File: config.mk
export PLATFORM = sky130hd
export DESIGN_NAME = regfile_wb_arbiter
export DESIGN_NICKNAME = d
export VERILOG_FILES = /design/src/rtl/regfile_pkg.sv /design/src/rtl/rr_arbiter.sv /design/src/rtl/regfile_wb_arbiter.sv
export SDC_FILE = /design/constraint.sdc
export NUM_CORES = 1
export LEC_CHECK = 0
export ABC_AREA = 1
export BUFFER_PORTS_ARGS = -buffer_cell sky130_fd_sc_hd__buf_4
export CAP_MARGIN = 10
export CORE_MARGIN = 2
export CORE_UTILIZATION = 25
export CTS_CLUSTER_DIAMETER = 50
export DETAILED_ROUTE_END_ITERATION = 8
export GPL_ROUTABILITY_DRIVEN = 1
export PLACE_DENSITY = 0.53
export SYNTH_ARGS = -nofsm -noshare
export SYNTH_HDL_FRONTEND = slang
export SYNTH_HIERARCHICAL = 1
export SYNTH_SLANG_ARGS = --single-unit
export TNS_END_PERCENT = 30
File: constraint.sdc
create_clock -name clk -period 3.55 [get_ports clk]
set_clock_uncertainty 0.05 [all_clocks]
set_input_delay 0.1775 -clock clk [delete_from_list [all_inputs] [get_ports clk]]
set_output_delay 0.1775 -clock clk [all_outputs]
set_load 0.03 [all_outputs]
File: src/rtl/regfile_pkg.sv
// regfile_pkg: shared register-file write-back widths and requester ids
package regfile_pkg;
  localparam int AW       = 5;
  localparam int DW       = 32;
  localparam int NREG     = 2 ** AW;
  localparam int NREQ     = 3;
  localparam int REG_ZERO = 0;
  localparam int WB_ALU   = 0;
  localparam int WB_MEM   = 1;
  localparam int WB_MDU   = 2;
endpackage

File: src/rtl/rr_arbiter.sv
// rr_arbiter: round-robin grant over NREQ requesters, pointer moves past each winner
module rr_arbiter #(
  parameter int NREQ = 3,
  localparam int IW = NREQ > 1 ? $clog2(NREQ) : 1
) (
  input  logic            clk,
  input  logic            reset,
  input  logic [NREQ-1:0] req,
  input  logic            advance,
  output logic [NREQ-1:0] grant,
  output logic [IW-1:0]   grant_idx
);
  logic [IW-1:0] ptr_q, ptr_d;
  logic found;
  int j;
  // first requester at or above the pointer (wrapping) wins
  always_comb begin
    grant = '0;
    grant_idx = '0;
    found = 1'b0;
    j = 0;
    for (int k = 0; k < NREQ; k++) begin
      j = (int'(ptr_q) + k) % NREQ;
      if (!found && req[j]) begin
        found = 1'b1;
        grant[j] = 1'b1;
        grant_idx = IW'(j);
      end
    end
    ptr_d = advance ? (grant_idx == IW'(NREQ - 1) ? '0 : grant_idx + 1'b1) : ptr_q;
  end
  // pointer register
  always_ff @(posedge clk or negedge reset)
    if (!reset) ptr_q <= '0;
    else ptr_q <= ptr_d;
endmodule

File: src/rtl/regfile_wb_arbiter.sv
// regfile_wb_arbiter: shares the register-file write port among write-back sources and tracks pending writes
module regfile_wb_arbiter #(
  parameter int NREQ = regfile_pkg::NREQ,
  parameter int AW   = regfile_pkg::AW,
  parameter int DW   = regfile_pkg::DW
) (
  input  logic               clk,
  input  logic               reset,
  input  logic [NREQ-1:0]    req_valid,
  output logic [NREQ-1:0]    req_ready,
  input  logic [NREQ*AW-1:0] req_addr,
  input  logic [NREQ*DW-1:0] req_data,
  input  logic               issue_valid,
  input  logic [AW-1:0]      issue_addr,
  output logic               issue_ready,
  output logic               rf_we,
  output logic [AW-1:0]      rf_waddr,
  output logic [DW-1:0]      rf_wdata,
  output logic [1:0]         grant_id,
  output logic [2**AW-1:0]   pending
);
  import regfile_pkg::REG_ZERO;
  localparam int IW = NREQ > 1 ? $clog2(NREQ) : 1;
  logic [NREQ-1:0] grant;
  logic [IW-1:0] gidx;
  logic accept;
  logic [AW-1:0] wa;
  logic [DW-1:0] wd;
  logic rf_we_q;
  logic [AW-1:0] rf_waddr_q;
  logic [DW-1:0] rf_wdata_q;
  logic [1:0] grant_id_q;
  logic [2**AW-1:0] pending_q, pending_d;
  rr_arbiter #(.NREQ(NREQ)) u_arb (
    .clk       (clk),
    .reset     (reset),
    .req       (req_valid),
    .advance   (accept),
    .grant     (grant),
    .grant_idx (gidx)
  );
  assign req_ready   = reset ? grant : '0;
  assign accept      = |req_ready;
  assign wa          = req_addr[gidx*AW +: AW];
  assign wd          = req_data[gidx*DW +: DW];
  assign issue_ready = issue_valid & ~pending_q[issue_addr] & reset;
  assign rf_we       = rf_we_q;
  assign rf_waddr    = rf_waddr_q;
  assign rf_wdata    = rf_wdata_q;
  assign grant_id    = grant_id_q;
  assign pending     = pending_q;
  // retire clears, claim sets afterwards so a same-edge claim wins; r0 is never tracked
  always_comb begin
    pending_d = pending_q;
    if (accept && wa != AW'(REG_ZERO)) pending_d[wa] = 1'b0;
    if (issue_ready && issue_addr != AW'(REG_ZERO)) pending_d[issue_addr] = 1'b1;
  end
  // one-cycle write stage onto the register-file port, plus scoreboard state
  always_ff @(posedge clk or negedge reset)
    if (!reset) begin
      rf_we_q    <= 1'b0;
      rf_waddr_q <= '0;
      rf_wdata_q <= '0;
      grant_id_q <= '0;
      pending_q  <= '0;
    end else begin
      rf_we_q   <= accept && wa != AW'(REG_ZERO);
      pending_q <= pending_d;
      if (accept) begin
        rf_waddr_q <= wa;
        rf_wdata_q <= wd;
        grant_id_q <= 2'(gidx);
      end
    end
endmodule

; Yosys cells after proc, flatten, opt, wreduce, memory -nomap -nowiden
; Index checks and enable logic that the tools add are counted.
[classes]
add_sub_neg = 3
multipliers = 1
div = 3
order_cmp = 10
eq_ne = 1
n_shift = 2
mux = 33
bitwise_logic = 8
reduce_logical = 14
[ops]
columns = cell, count
row1 = >= comparator 32 x 1 -> 1 bit (second input constant), 3
row2 = < comparator 32 x 4 -> 1 bit (second input constant), 3
row3 = variable part select 96 x 8 -> 32 bit, 1
row4 = modulo 32 x 3 -> 32 bit (second input constant), 2
row5 = two-way mux 32 bit, 2
row6 = AND 32 bit, 1
row7 = modulo 3 x 3 -> 32 bit (second input constant), 1
row8 = inverter 32 bit, 1
row9 = OR 32 bit, 1
row10 = variable part select 15 x 6 -> 5 bit, 1
row11 = two-way mux 1 bit, 14
row12 = < comparator 5 x 6 -> 1 bit (second input constant), 2
row13 = two-way mux 3 bit, 4
row14 = demux 1 bit (select 5 bit), 2
row15 = >= comparator 5 x 1 -> 1 bit (second input constant), 2
row16 = nonzero test 5 bit, 2
row17 = logical AND 1 bit, 9
row18 = two-way mux 2 bit, 4
row19 = binary-select mux 1 bit (select 2 bit), 3
row20 = demux 1 bit (select 2 bit), 3
row21 = OR 3 bit, 2
row22 = binary-select mux 1 bit (select 5 bit), 1
row23 = multiplier 2 x 3 -> 5 bit (second input constant), 1
row24 = adder 2 x 1 -> 3 bit (second input constant), 1
row25 = 7 further kinds, 9
[totals]
ff_bits = 74
inputBits = 122
output_inout_bits = 76
elab_cells = 81

; Longest topological paths before layout
[depth]
word_depth = 22
ltp_mapped = 21
depth_no_buf = 20

; Cells and area by module
; The synthesis kept the hierarchy.
[modules_own_cells]
columns = module, n_inst, cells_per_inst, area_per_inst_um2, seq_area_each_um2
row1 = regfile_wb_arbiter, 1, 607, 4189.0, 1801.7
row2 = rr_arbiter, 1, 63, 381.6, 50.0

; Least setup slack after synthesis
; No wires, ideal clock.
[synth_path]
path_type = register to register
from = register u_arb.ptr_q[0]
to = register pending_q[19], in the netlist pending[19]
setup_time_ns = 0.119
arrival_time_ns = 2.298
required_ns = 3.381
setup_slack_ns = 1.083
path_stages_with_launch = 17
n_path_buf = 1
synth_period_minus_slack_ns = 2.467
path_cell_list = dfrtp_1 inv_1 ha_1 inv_2 nand2_1 nand3_1 nand2_1 nand4_1 nand2_2 buf_4 nand2_1 a31oi_4 inv_2 nor2_1 inv_1 o21ai_1 nand2_1
[synth_between]
elab_chain_cells = 22
word_cells_on_any_way = 59
cone_classes = add/sub: 2 / mul: 1 / div: 3 / order compare: 8 / shift: 1 / mux: 28 / bitwise: 5 / reduce/logical: 11
[synth_rtl]
columns = item, line_no
row1 = start: declaration, rr_arbiter.sv:13  ; logic [IW-1:0] ptr_q, ptr_d;
row2 = start signal: assignment, rr_arbiter.sv:35  ; else ptr_q <= ptr_d;
row3 = "parallel branches: the longest is 10 deep, another holds modulo 32 x 3 -> 32 bit", --
row4 = two-way mux 2 bit (*), rr_arbiter.sv:24  ; if (!found && req[j]) begin
row5 = net gidx[0], regfile_wb_arbiter.sv:25  ; logic [IW-1:0] gidx;
row6 = multiplier 2 x 3 -> 5 bit (*), regfile_wb_arbiter.sv:44  ; assign wa = req_addr[gidx*AW +: AW];
row7 = variable part select 15 x 6 -> 5 bit (*), regfile_wb_arbiter.sv:44
row8 = < comparator 5 x 6 -> 1 bit (implied by the code) or >= comparator 5 x 1 -> 1 bit (tied branches), regfile_wb_arbiter.sv:55  ; if (accept && wa != AW'(REG_ZERO)) pending_d[wa] = 1'b0;
row9 = logical AND 1 bit (implied by the code), regfile_wb_arbiter.sv:55
row10 = two-way mux 1 bit (implied by the code), regfile_wb_arbiter.sv:55
row11 = demux 1 bit (select 5 bit), regfile_wb_arbiter.sv:55
row12 = inverter 32 bit (no line), --
row13 = AND 32 bit (no line), --
row14 = two-way mux 32 bit (*), regfile_wb_arbiter.sv:55
row15 = OR 32 bit (no line), --
row16 = two-way mux 32 bit (*), regfile_wb_arbiter.sv:56  ; if (issue_ready && issue_addr != AW'(REG_ZERO)) pending_d[issue_addr] = 1'b1;
row17 = net pending_d[19], regfile_wb_arbiter.sv:33  ; logic [2**AW-1:0] pending_q, pending_d;
row18 = end signal: assignment, regfile_wb_arbiter.sv:68  ; pending_q <= pending_d;
row19 = end: declaration, regfile_wb_arbiter.sv:33
; Mark *: on every way through the listed nets, which the timed path passes. The select of a mux whose other input is x is not followed.
; A chain may end at the register's enable or synchronous reset.

; Worst setup path after layout
[layout_path]
from = register u_arb.ptr_q[0]
to = register pending_q[15], in the netlist pending[15]
; The elaborated chain is that of the path after synthesis.

==> metrics.log <==
INFO  metric synth_simple_gate_area_share = 0.381
INFO  metric syn_nets = between 700 and 800
INFO  metric post_synth_instance_area = around 4600 µm²
INFO  metric htreeDepth = 3
INFO  metric most-common-layout-cells = sky130_fd_sc_hd__nand2_1, sky130_fd_sc_hd__buf_4, sky130_fd_sc_hd__nor2_1
INFO  metric overflow_left_after_global_routing = 0
INFO  metric fmax = 323 MHz
INFO  metric drt-vias-per-instance = 4.68
INFO  metric drt-initial-drc-count = 253
INFO  metric port-buffer-count = around 200
INFO  metric die_h = about 140 µm
INFO  metric grt_antenna_before_repair = 0
INFO  metric seq_area_frac_synth = 0.405
INFO  metric p_comb_frac = 0.661
INFO  metric power_density = 1090 nW/µm²
INFO  metric synthesis.instances = 670
INFO  metric design.final.nets = 987
INFO  metric detailroute.via_count = 5113
INFO  metric worst_r2r_path_depth = 16
INFO  metric final-setup-viol-count = 0
INFO  metric critPathTopFamily = simple AND/OR/NAND/NOR gates
INFO  metric critical_path.max_stage_delay = 390 ps
INFO  metric flip_flop_and_latch_count_after_synthesis = 74
INFO  metric vdd.ir_drop.worst = 414 µV
INFO  metric synth_cell_type_count = 31
INFO  metric timing.critical_path.to_type = flip-flop
INFO  metric netSwitchingFraction = 0.539
INFO  metric cell_type_of_the_slowest_stage_on_the_worst_timing_path = sky130_fd_sc_hd__ha_1
INFO  metric most_frequent_standard_cell_in_the_layout_excluding_fill_and_tap_cells = sky130_fd_sc_hd__nand2_1
INFO  metric synth_top_family_by_area = simple AND/OR/NAND/NOR gates
INFO  metric rr_endpoint = pending[15]
INFO  metric min-delay-path-class = in -> reg
INFO  metric yosys_warnings = 6
INFO  metric tightest_slew = 655 ps
INFO  metric num-fill-cells = 1921
INFO  metric synth_compound_gate_area_share = 0.122
INFO  metric yosys-mux-area-fraction = 0
INFO  metric timing.critical_path.arrival = 3270 ps
INFO  metric finalWorstPathRequiredPeriod = 3100 ps
INFO  metric rsz0062_at_grt = false
INFO  metric timing.max_slew.rel_slack = 0.562
INFO  metric timing_hold_violations_final = 0
INFO  metric cts_max_path_buffers = 2
INFO  metric chipWidth = about 140 µm
INFO  metric setup_ws = about 450 ps
INFO  metric drive_above_1_share = 0.289
INFO  metric ff2ff_setup_slack = roughly 450 ps
INFO  metric initial_core_util = 0.254
INFO  metric worstReg2RegStart = u_arb/ptr_q[0]
INFO  metric worst_ep_required = 3730 ps
INFO  metric clkLatencyLatePin = 340 ps
INFO  metric max_cap_violations = 0
INFO  metric clock_tree_from_tritoncts = built
INFO  metric start_kind = flip-flop
INFO  metric drt_pass1_iterations = 6
INFO  metric worst_setup_hold_path_clk_slew = approximately 60 ps
INFO  metric crit_path_cell_trace = inv_1, ha_1, inv_2, nand2_1, nand3_1, nand2_1, nand4_1, nand2_2, buf_4, nor2_1, nor2_1, o21ai_1, o21ai_2, nand3_1, o21ai_0, nand2_1
INFO  metric timing.setup.tns = 0 ps
INFO  metric grt.total_usage = 0.178
INFO  metric drtAntennaViolNets = 0
INFO  metric via_count_of_the_first_global_routing_pass = 5099
INFO  metric post-dp-hpwl = 12.8 mm
INFO  metric io-pin-count = 198
INFO  metric floorplan.die_area = 19400 µm²
INFO  metric cts-buffers-inserted = 9
INFO  metric setup_slack_placement = around 500 ps
INFO  metric worst-path-max-fanout = 28
INFO  metric share_clk_of_total_power = 0.117
INFO  metric startpoint_of_the_most_critical_hold_path = req_data[72]
INFO  metric grt_start_max_net_pins = 47
INFO  metric total_leakage_power = around 0.0034 µW
INFO  metric yosys.area_share.adder = 0.0109
INFO  metric p_int = 3290 µW
INFO  metric finalMaxSlewViolations = 0
INFO  metric gp_routability_congestion = about 0.92
INFO  metric cts_num_sinks = 74
INFO  metric power.net_switching = slightly below 4000 µW
INFO  metric fin_crit_sh = 0.872
INFO  metric min_to = rf_wdata[8]
INFO  metric clk_root_buffer_cell = sky130_fd_sc_hd__clkbuf_16
INFO  metric worstHoldPathCells = 3
INFO  metric n_antenna_cell = 0
INFO  metric worst-path-buf-inv = 3
INFO  metric drc_errors = 0
INFO  metric timing.setup.critical_path_class = reg -> reg
INFO  metric design.core.area = 18000 µm²
INFO  metric synth_area_per_inst = 6.82 µm²
INFO  metric sequential_fraction_of_design_power = 0.222
INFO  metric worst_path_most_repeated_cell = sky130_fd_sc_hd__nand2_1
INFO  metric grt_first_pass_wirelength = 27.3 mm
INFO  metric outcome = completed
INFO  metric hold_ws = 32.7 ps
INFO  metric yosys.area_share.xor_xnor = 0
INFO  metric floorplan.rows = between 40 and 50
INFO  metric wirelength = 17.1 mm
INFO  metric routedWlPerCell = 15.7 µm
INFO  metric area_growth = 42.8%
per-layer routing:
layer | up-vias | wire length (µm) | track usage
li1 | 2557 | - | -
met4 | 0 | 391 | 0.0723
met2 | 207 | 8100 | 0.298
met3 | 25 | 1400 | 0.0533
met1 | 2324 | 7220 | 0.215
met5 | - | 0 | 0
worst max path at each step:
stage | startpoint | end | slack (ps) | depth (start not counted)
2_1_floorplan | u_arb/ptr_q[0] | pending[19] | 1080 | 16
3_3_place_gp | u_arb/ptr_q[0] | pending[7] | 530 | 16
3_5_place_dp | u_arb/ptr_q[0] | pending[15] | 500 | 16
4_1_cts | u_arb/ptr_q[0] | pending[15] | 480 | 16
5_1_grt | u_arb/ptr_q[0] | pending[6] | 60 | 18
6_report | u_arb/ptr_q[0] | pending[15] | 450 | 16
per-stage QoR:
step	cell area, µm²	utilization	instances	power [µW]
floorplan	4570	-	670	4650
global placement	6260	0.348	1078	6390
detailed placement	6260	0.348	1078	6390
CTS	6530	0.363	1093	7250
global route	6530	0.363	1093	7780
finish	6530	0.363	1093	7150
registers in the layout, indices dropped and copies added (netlist names):
name,cells
rf_we,1
rf_waddr,5
pending,32
grant_id,2
u_arb/ptr_q,2
rf_wdata,32
Yosys cell counts:
master,number,area share
sky130_fd_sc_hd__a31oi_4,1,0.0047
sky130_fd_sc_hd__nor2_1,126,0.10
sky130_fd_sc_hd__nand3_1,43,0.047
sky130_fd_sc_hd__buf_2,2,0.0022
sky130_fd_sc_hd__inv_2,9,0.0074
sky130_fd_sc_hd__buf_1,2,0.0016
sky130_fd_sc_hd__buf_4,1,0.0016
sky130_fd_sc_hd__o21a_1,1,0.0016
sky130_fd_sc_hd__nor2_2,4,0.0055
sky130_fd_sc_hd__buf_6,6,0.015
sky130_fd_sc_hd__nand2_2,4,0.0055
sky130_fd_sc_hd__clkinv_1,1,0.00082
sky130_fd_sc_hd__nand2_4,1,0.0025
sky130_fd_sc_hd__nand3_2,3,0.0066
sky130_fd_sc_hd__nor2_4,1,0.0025
sky130_fd_sc_hd__o21ai_0,22,0.024
sky130_fd_sc_hd__or2_2,1,0.0014
sky130_fd_sc_hd__inv_1,47,0.039
sky130_fd_sc_hd__o21ai_1,15,0.016
sky130_fd_sc_hd__ha_1,4,0.011
sky130_fd_sc_hd__o21bai_1,1,0.0016
sky130_fd_sc_hd__dfrtp_1,74,0.41
sky130_fd_sc_hd__nand2_1,225,0.18
sky130_fd_sc_hd__o311ai_0,24,0.046
sky130_fd_sc_hd__o221ai_1,1,0.0019
sky130_fd_sc_hd__nand4_1,10,0.014
sky130_fd_sc_hd__clkbuf_1,18,0.015
sky130_fd_sc_hd__a31oi_1,9,0.012
sky130_fd_sc_hd__o21ai_2,5,0.0096
sky130_fd_sc_hd__nor3_1,7,0.0077
sky130_fd_sc_hd__o211ai_1,2,0.0033
power groups by stage:
stage | Sequential [µW] | Clock, µW | Combinational [µW]
finish | 1590 | 839 | 4720
global route | 1640 | 899 | 5240
CTS | 1590 | 867 | 4800
detailed placement | 1590 | 0 | 4810
global placement | 1600 | 0 | 4800
floorplan | 2280 | 0 | 2360
cells by family (layout without fill, tap and decap cells):
kind of cell	after synthesis	in the layout
flip-flops	74	74
adder cells (fa/ha/maj)	4	4
AND/OR/NAND/NOR	425	425
buffers and inverters	86	280
AO/OA/AOI/OAI	81	81
final cells by class:
class	count	area [µm²]	share of cell area
clock buffer	11	243	0.0372
clock inverter	3	17.5	0.00268
inverter	57	214	0.0328
multi-input combinational	510	2340	0.359
sequential	74	1850	0.284
tap	229	287	0.0439
timing repair buffer	209	1570	0.241
timing repair:
item,in CTS,in global routing
resized for setup,0,0
hold buffers,1,0
hold endpoints to repair,41,0
buffers inserted,0,0
tightest hold or removal path: stages:
cell and delay, ps:
sky130_fd_sc_hd__buf_4 80, sky130_fd_sc_hd__nand3_1 60, sky130_fd_sc_hd__o311ai_0 70
No activity file was read; power rests on OpenSTA's default activity.
